[config.mk]
export PLATFORM = sky130hd
export DESIGN_NAME = wasm_operand_stack
export DESIGN_NICKNAME = d
export VERILOG_FILES = /design/src/rtl/wasm_operand_stack.sv
export SDC_FILE = /design/constraint.sdc
export NUM_CORES = 2
export LEC_CHECK = 0
export CORE_MARGIN = 3
export CORE_UTILIZATION = 58
export DETAILED_ROUTE_END_ITERATION = 10
export PLACE_DENSITY = 0.8
export SYNTH_ARGS = -nofsm -noshare
export SYNTH_HDL_FRONTEND = slang
export SYNTH_SLANG_ARGS = --single-unit
[constraint.sdc]
create_clock -name clk -period 14.1 [get_ports clk]
set_input_delay 2.82 -clock clk [delete_from_list [all_inputs] [get_ports clk]]
set_output_delay 2.82 -clock clk [all_outputs]
set_load 0.01 [all_outputs]
[src/rtl/wasm_operand_stack.sv]
// ---------------------------------------------------------------------------
// wasm_operand_stack
//   Value/operand stack for the WASM execution core. It sits directly in front
//   of the ALU and exposes the top three entries as operands A/B/C. It commits
//   the ALU result (or push data / a duplicate of the top) back to the stack
//   with the pop/push count of the issued op. A single op commits per cycle.
//   On overflow or underflow the stack enters a sticky trap state, which only
//   reset can clear.
//
// Ports
//   clk            clock, all state updates on the rising edge
//   rst            asynchronous active-high reset
//   i_op_valid     operation request
//   o_op_ready     high while running (not trapped)
//   i_op_code      0 NOP, 1 PUSH, 2 DROP, 3 UNARY, 4 BINARY, 5 TERNARY, 6 DUP
//   i_push_data    value written by PUSH
//   i_alu_result   ALU result written by UNARY/BINARY/TERNARY
//   o_tos_a        entry at depth-1 (0 if empty)
//   o_nos_b        entry at depth-2 (0 if depth<2)
//   o_third_c      entry at depth-3 (0 if depth<3)
//   o_depth        number of entries, 0..DEPTH
//   o_empty        depth==0
//   o_full         depth==DEPTH
//   o_trap         sticky error flag
//   o_trap_cause   0 none, 1 underflow, 2 overflow
// ---------------------------------------------------------------------------
module wasm_operand_stack #(
  parameter int ST_WIDTH = 32,
  parameter int DEPTH    = 64,
  parameter int ADDR_W   = 6
) (
  input  logic                clk,
  input  logic                rst,
  input  logic                i_op_valid,
  output logic                o_op_ready,
  input  logic [2:0]          i_op_code,
  input  logic [ST_WIDTH-1:0] i_push_data,
  input  logic [31:0]         i_alu_result,
  output logic [ST_WIDTH-1:0] o_tos_a,
  output logic [ST_WIDTH-1:0] o_nos_b,
  output logic [ST_WIDTH-1:0] o_third_c,
  output logic [ADDR_W:0]     o_depth,
  output logic                o_empty,
  output logic                o_full,
  output logic                o_trap,
  output logic [1:0]          o_trap_cause
);

  localparam logic [2:0] OP_NOP     = 3'd0;
  localparam logic [2:0] OP_PUSH    = 3'd1;
  localparam logic [2:0] OP_DROP    = 3'd2;
  localparam logic [2:0] OP_UNARY   = 3'd3;
  localparam logic [2:0] OP_BINARY  = 3'd4;
  localparam logic [2:0] OP_TERNARY = 3'd5;
  localparam logic [2:0] OP_DUP     = 3'd6;

  localparam logic [ADDR_W:0] DEPTH_MAX = (ADDR_W+1)'(DEPTH);

  typedef enum logic {ST_RUN, ST_TRAP} state_t;

  state_t              r_state;
  state_t              w_stateNext;
  logic [ADDR_W:0]     r_depth;
  logic [1:0]          r_trapCause;
  logic [ST_WIDTH-1:0] r_mem [DEPTH];

  logic [1:0]          w_need;
  logic [1:0]          w_pop;
  logic                w_push;
  logic                w_accept;
  logic                w_underflow;
  logic                w_overflow;
  logic                w_commit;
  logic [ADDR_W-1:0]   w_idxA;
  logic [ADDR_W-1:0]   w_idxB;
  logic [ADDR_W-1:0]   w_idxC;
  logic [ADDR_W-1:0]   w_wrIdx;
  logic [ST_WIDTH-1:0] w_wrData;
  logic [ST_WIDTH-1:0] w_aluExt;

  // Per-op stack effect: entries required, removed and added.
  // Code 7 falls into the default and behaves as a NOP.
  always_comb begin
    w_need = 2'd0;
    w_pop  = 2'd0;
    w_push = 1'b0;
    case (i_op_code)
      OP_PUSH:    begin w_need = 2'd0; w_pop = 2'd0; w_push = 1'b1; end
      OP_DROP:    begin w_need = 2'd1; w_pop = 2'd1; w_push = 1'b0; end
      OP_UNARY:   begin w_need = 2'd1; w_pop = 2'd1; w_push = 1'b1; end
      OP_BINARY:  begin w_need = 2'd2; w_pop = 2'd2; w_push = 1'b1; end
      OP_TERNARY: begin w_need = 2'd3; w_pop = 2'd3; w_push = 1'b1; end
      OP_DUP:     begin w_need = 2'd1; w_pop = 2'd0; w_push = 1'b1; end
      default:    begin w_need = 2'd0; w_pop = 2'd0; w_push = 1'b0; end
    endcase
  end

  // Only pure pushes (pop==0) can grow the stack, so only they can overflow.
  assign w_accept    = i_op_valid & o_op_ready;
  assign w_underflow = w_accept & (r_depth < (ADDR_W+1)'(w_need));
  assign w_overflow  = w_accept & w_push & (w_pop == 2'd0) & (r_depth == DEPTH_MAX);
  assign w_commit    = w_accept & ~w_underflow & ~w_overflow;

  // Indices are computed modulo DEPTH. When depth==DEPTH the low bits are zero
  // and subtracting wraps to the correct top slot.
  assign w_idxA  = r_depth[ADDR_W-1:0] - ADDR_W'(1);
  assign w_idxB  = r_depth[ADDR_W-1:0] - ADDR_W'(2);
  assign w_idxC  = r_depth[ADDR_W-1:0] - ADDR_W'(3);
  assign w_wrIdx = r_depth[ADDR_W-1:0] - ADDR_W'(w_pop);

  assign o_tos_a   = (r_depth >= (ADDR_W+1)'(1)) ? r_mem[w_idxA] : '0;
  assign o_nos_b   = (r_depth >= (ADDR_W+1)'(2)) ? r_mem[w_idxB] : '0;
  assign o_third_c = (r_depth >= (ADDR_W+1)'(3)) ? r_mem[w_idxC] : '0;

  assign w_aluExt = ST_WIDTH'(i_alu_result);

  always_comb begin
    w_wrData = w_aluExt;
    if (i_op_code == OP_PUSH)
      w_wrData = i_push_data;
    else if (i_op_code == OP_DUP)
      w_wrData = o_tos_a;
  end

  // State register
  always_ff @(posedge clk or posedge rst) begin
    if (rst)
      r_state <= ST_RUN;
    else
      r_state <= w_stateNext;
  end

  // Next state: any stack error traps, and TRAP is absorbing
  always_comb begin
    w_stateNext = r_state;
    if (r_state == ST_RUN && (w_underflow || w_overflow))
      w_stateNext = ST_TRAP;
  end

  // State-derived outputs
  always_comb begin
    o_op_ready = (r_state == ST_RUN);
    o_trap     = (r_state == ST_TRAP);
  end

  // Depth and trap cause. Both hold while trapped because nothing is accepted.
  always_ff @(posedge clk or posedge rst) begin
    if (rst) begin
      r_depth     <= '0;
      r_trapCause <= 2'd0;
    end else begin
      if (w_commit)
        r_depth <= r_depth - (ADDR_W+1)'(w_pop) + (ADDR_W+1)'(w_push);
      if (w_underflow)
        r_trapCause <= 2'd1;
      else if (w_overflow)
        r_trapCause <= 2'd2;
    end
  end

  // Storage has no reset; its contents are masked by depth
  always_ff @(posedge clk) begin
    if (w_commit && w_push)
      r_mem[w_wrIdx] <= w_wrData;
  end

  assign o_depth      = r_depth;
  assign o_empty      = (r_depth == '0);
  assign o_full       = (r_depth == DEPTH_MAX);
  assign o_trap_cause = r_trapCause;

endmodule

* Yosys cells after proc, flatten, opt, wreduce, memory -nomap -nowiden
Memory sizes are Yosys's and may differ from the RTL's.
Cells that the tools add are included.
** Word-level totals
- Bits in writable memories :: 2048
- Flip-flop bits (word level) :: 10
- Memories :: 1
- Input bits :: 70
** Cells by class
- Equal/unequal tests :: 7
- Bitwise operators :: 10
- Multiplexer cells :: 12
- Reductions and logical operators :: 9
- $add $sub $neg :: 6
- Magnitude comparators :: 4
** Memories
- r_mem :: words 64, width 32, rd ports 3, clocked after memory_dff 0, wr ports 1, RTL line 65 : logic [ST_WIDTH-1:0] r_mem [DEPTH];
** Operators with widths (count)
- 32-bit two-way mux :: 5
- 7-bit by 2-bit >= comparator with 1-bit output, second input constant :: 2
- 2-bit case mux with 3 select lines :: 2
- 6-bit by 2-bit subtractor with 6-bit output, second input constant :: 2
- 3-bit == test, second input constant :: 3
- 7-bit by 1-bit adder with 7-bit output :: 1
- 1-bit bitwise AND :: 7
- 7-bit == test, second input constant :: 1
- 7-bit by 1-bit >= comparator with 1-bit output, second input constant :: 1
- 7-bit logical NOT :: 1
- 7-bit by 2-bit < comparator with 1-bit output :: 1
- 7-bit by 2-bit subtractor with 7-bit output :: 1
- 3-bit by 2-bit == test with 1-bit output, second input constant :: 2
- 6-bit by 1-bit subtractor with 6-bit output, second input constant :: 1
- 6-bit by 2-bit subtractor with 6-bit output :: 1
- 5-bit OR reduction :: 1
- 2-bit two-way mux :: 2
- 3-bit by 1-bit == test with 1-bit output, second input constant :: 1
- 1-bit two-way mux :: 3
- 1-bit NOT :: 3
- 3-bit OR reduction :: 1
- 1-bit logical AND :: 2
- 2-bit logical NOT :: 1
- 2-bit nonzero test :: 1
- other kinds (2) :: 2

* Depth between registers and ports, before layout
- Depth in word-level cells :: 11
- Gate-level depth with buffers :: 15

* Worst setup path before layout
Ideal clock, no wire load.
- Path kind :: input port to flip-flop
- Start point :: input i_op_code[2]
- End point :: memory r_mem[41][0], enable pin
- Arrival :: 6419 ps
- Library setup time :: 421 ps
- Required time :: 13679 ps
- Path buffers :: 2
- Stages on the path :: 11
- Setup slack :: 7260 ps
- Path through :: clkbuf_1 > and3b_1 > a21o_1 > ha_1 > inv_1 > fa_1 > nor2b_1 > xnor2_1 > or3b_2 > clkbuf_1 > nor2_1
** Between the ends
- Cells in the longest elaborated chain, start to end :: 11
- Elaborated cells on any way between the ends :: 26
** RTL lines
- from (decl) :: RTL line 36 : input logic [2:0] i_op_code,
- 3-bit == test (tied with other cells) :: RTL line 87 : case (i_op_code)
- 3-bit OR reduction (no line) (tied with other cells)
- 2-bit case mux with 3 select lines or 1-bit two-way mux (tied branches) :: RTL line 87
- 7-bit by 2-bit < comparator with 1-bit output (tied with other cells) :: RTL line 100 : assign w_underflow = w_accept & (r_depth < (ADDR_W+1)'(w_need));
- 1-bit bitwise AND, on equally long branches :: RTL line 100, 101
- 1-bit NOT or 1-bit bitwise AND (tied branches) :: RTL line 102, 101
- 1-bit bitwise AND or 1-bit NOT (tied branches) :: RTL line 102 : assign w_commit = w_accept & ~w_underflow & ~w_overflow;
- 1-bit bitwise AND :: RTL line 102
- 1-bit logical AND :: RTL line 163 : if (w_commit && w_push)
- 1-bit two-way mux :: RTL line 163
- 1-bit two-way mux (implied by the code) :: RTL line 164 : r_mem[w_wrIdx] <= w_wrData;
- to (decl) :: RTL line 65
Parallel ways exist; a longest one is shown, timed or not.

* Worst setup path in the final report
- Start point :: register r_depth[1] (netlist: o_depth[1])
- End point :: output o_tos_a[10]
** Between the ends
- Cells in the longest elaborated chain, start to end :: 3
- Elaborated cells on any way between the ends :: 4
** RTL lines
- from (decl) :: RTL line 63 : logic [ADDR_W:0] r_depth;
- from (signal assigned) :: RTL line 153 : r_depth <= r_depth - (ADDR_W+1)'(w_pop) + (ADDR_W+1)'(w_push);
- 6-bit by 1-bit subtractor with 6-bit output :: RTL line 106 : assign w_idxA = r_depth[ADDR_W-1:0] - ADDR_W'(1);
- memory 64 x 32 bit
- 32-bit two-way mux * :: RTL line 111 : assign o_tos_a = (r_depth >= (ADDR_W+1)'(1)) ? r_mem[w_idxA] : '0;
- to (decl) :: RTL line 39 : output logic [ST_WIDTH-1:0] o_tos_a,
Every way passes the cells marked *; elsewhere a longest branch is shown, timed or not.

==> flow_summary.ini <==
[run_status]
status = complete, no violations

[critical_path]
cp-end-kind = output port
path_cells = clkinv_2 > ha_1 > a21boi_0 > xnor2_2 > buf_12 > buf_4 > mux2i_1 > mux2i_1 > nand2_1 > and3_1 > clkdlybuf4s50_1
r2r_slack_ns = 6.92
required_ns = 11.28
slowest_delay_ns = 0.86
cpMaxStageDelayCell = xnor2_2
critical_path.top_delay_family = buffers and inverters
cp_common_cell = mux2i_1
critPathKind = register to output port
cp.arrival_ns = 7.62
crit_buf_inv = 4
cp-start-kind = register
cp_max_fo = 83

[clock_network]
clk_pin_slew_worst_paths_ns = 0.06
clk_latency_ns = 0.85
cts_hold_repair.buffers = 0
clock_path_buffers = 3
clock-sinks = 2058
tritoncts = yes
cts_buffers = 205
post_cts_buffers = 0
cts_resized = 0
root_buffer = clkbuf_16
htreeDepth = 4

[global_routing]
grt_max_degree = 135
antenna_found_initial = 11
use_met2_pct = 51.6
globalRouteTotalUtil_pct = 35.0
grt-busiest-layer = met2
overflow = 0
grt_pass1_vias = 64800
grt_pass1_wl_um = 473000
global_route.usage.met3_pct = 11.0
met1_usage_pct = 46.0

[routing]
drtPass1Iterations = 6
vias = 65100
wl_per_cell_um = 39.4
drt-initial-drc-count = 11000
ant_nets = 0
vias_per_cell = 7.68
wl_um = 334000
route.detailed.drc = 0

[yosys]
yosysSeqAreaShare_pct = 57.4
dominantRegCellSynth = edfxtp_1
synth_edf_count = 2048
synth_top_area_cell = edfxtp_1
synth.ff_latch_count = 2058
yosysWarningCount = 0
synth_top_cell_area_share_pct = 57.2
netlist_area_mm2 = 0.108
synth.most_common_cell = edfxtp_1
synthTopCellsByArea = edfxtp_1 57%, mux4_2 24%, mux2i_1 12%, buf_2 0.97%, nand2_1 0.78%
synthArstFlopShare_pct = 0.486
syn_inst = 5762
postSynthAreaPerCell_um2 = 18.7
synth_cell_type_count = 58
synth_fp_nets = 5857
synth_common_cells = 2,048 x edfxtp_1, 1,277 x mux2i_1, 1,155 x mux4_2

[cells_and_area]
final_layout_size_suffix_gt1_share_pct = 29.2
fin_cells = 8479
syn_to_final_growth_pct = 11.0
fillerInstances = 11900
fin_util_pct = 65.0
final_net_count = 5941

[timing]
max_freq_mhz = 95.8
slew_headroom_pct = 2.52
final-setup-viol-count = 0
finalHoldViolCount = 0
drv_slew = 0
clock_skew_ns = 0.0323
worstMarginPinSlew_ns = 1.46
rsz0062_at_grt = no
finalSetupTns_ns = 0
min_period_ns = 10.44
finalCritPeriodShare_pct = 74.1

[die]
coreArea_mm2 = 0.184
num_rows = 157
boundaryPins = 179
initial_core_util_pct = 58.6
die_area_mm2 = 0.191
die_h_um = 437
dieWidth_um = 437

[min_path]
worstHoldPathType = register to register

[flow_run]
drv_cap = 0

[placement]
io_buffers = 178
gp_congestion = 0.960
dp_cells = 8103
detailed_place_hpwl_um = 185000
kinds of logic (layout without fill, tap and decap cells):
logic type | after synthesis | count (layout) | share of synthesized area (%)
multiplexers | 2437 | 2437 | 36.1
other | 0 | 4 | 0
XOR/XNOR | 25 | 25 | 0.217
AND/OR/NAND/NOR | 416 | 416 | 1.73
flip-flops | 2058 | 2058 | 57.4
adder cells (fa/ha/maj) | 26 | 26 | 0.307
buffers and inverters | 500 | 749 | 2.25
AO/OA/AOI/OAI | 300 | 300 | 2.00
area by class of cell:
class	count	area, um2	area share [%]
Clock inverter	125	1100	0.923
Sequential cell	2058	61800	51.7
Inverter	24	96.3	0.0807
Multi-Input combinational cell	3204	44700	37.4
Clock buffer	247	5350	4.48
Timing Repair Buffer	353	3300	2.76
Tap cell	2464	3080	2.58
Antenna cell	4	10.0	0.00838
cells in the final DEF (no fill, tap or decap), types with 15 or more instances in the layout:
| cell | instances |
|---|---|
| nor2b_1 | 33 |
| clkinv_1 | 41 |
| a32oi_1 | 32 |
| bufinv_16 | 15 |
| a21oi_1 | 29 |
| a211oi_1 | 43 |
| a311oi_1 | 23 |
| ha_1 | 22 |
| nor2_4 | 67 |
| edfxtp_1 | 2048 |
| o22ai_1 | 32 |
| buf_4 | 159 |
| o221ai_4 | 32 |
| buf_12 | 16 |
| mux2i_1 | 1276 |
| clkbuf_1 | 39 |
| a22oi_1 | 33 |
| o21ai_1 | 31 |
| clkbuf_16 | 208 |
| inv_1 | 19 |
| nand2_1 | 221 |
| mux4_2 | 1155 |
| clkinv_2 | 47 |
| clkdlybuf4s50_1 | 178 |
| and3_1 | 32 |
routing by layer:
metal	wire length [um]	share of wire, %
met5	110	0.033
met2	150000	45
met3	47300	14
met4	24700	7.4
met1	112000	34
worst paths after layout:
| check | startpoint | to | depth (start not counted) |
|---|---|---|---|
| hold reg to reg | o_trap_cause[1] | o_trap_cause[1] | 1 |
| min in group asynchronous | rst | o_depth[4] | 2 |
| max in group asynchronous | rst | o_depth[0] | 2 |
| setup reg to reg | o_depth[1] | r_mem[8][10] | 10 |
| setup / recovery | o_depth[1] | o_tos_a[10] | 11 |
| hold / removal | o_trap_cause[1] | o_trap_cause[1] | 1 |
registers in the layout (all words and copies together), names as in the netlist:
signal,count
o_trap,1
r_mem,2048
o_trap_cause,2
o_depth,7
stage by stage:
step	hold WS [ns]	cell area, um2	setup WS, ns
floorplan	0.528	108000	7.26
global placement	0.481	113000	4.75
detailed placement	0.493	113000	4.61
CTS	0.507	119000	3.71
global route	0.535	119000	3.27
finish	0.513	119000	3.66
Power is left out: the tool's default activity adds up to more than one toggle a clock period on the data nets, which glitch-free logic cannot reach.
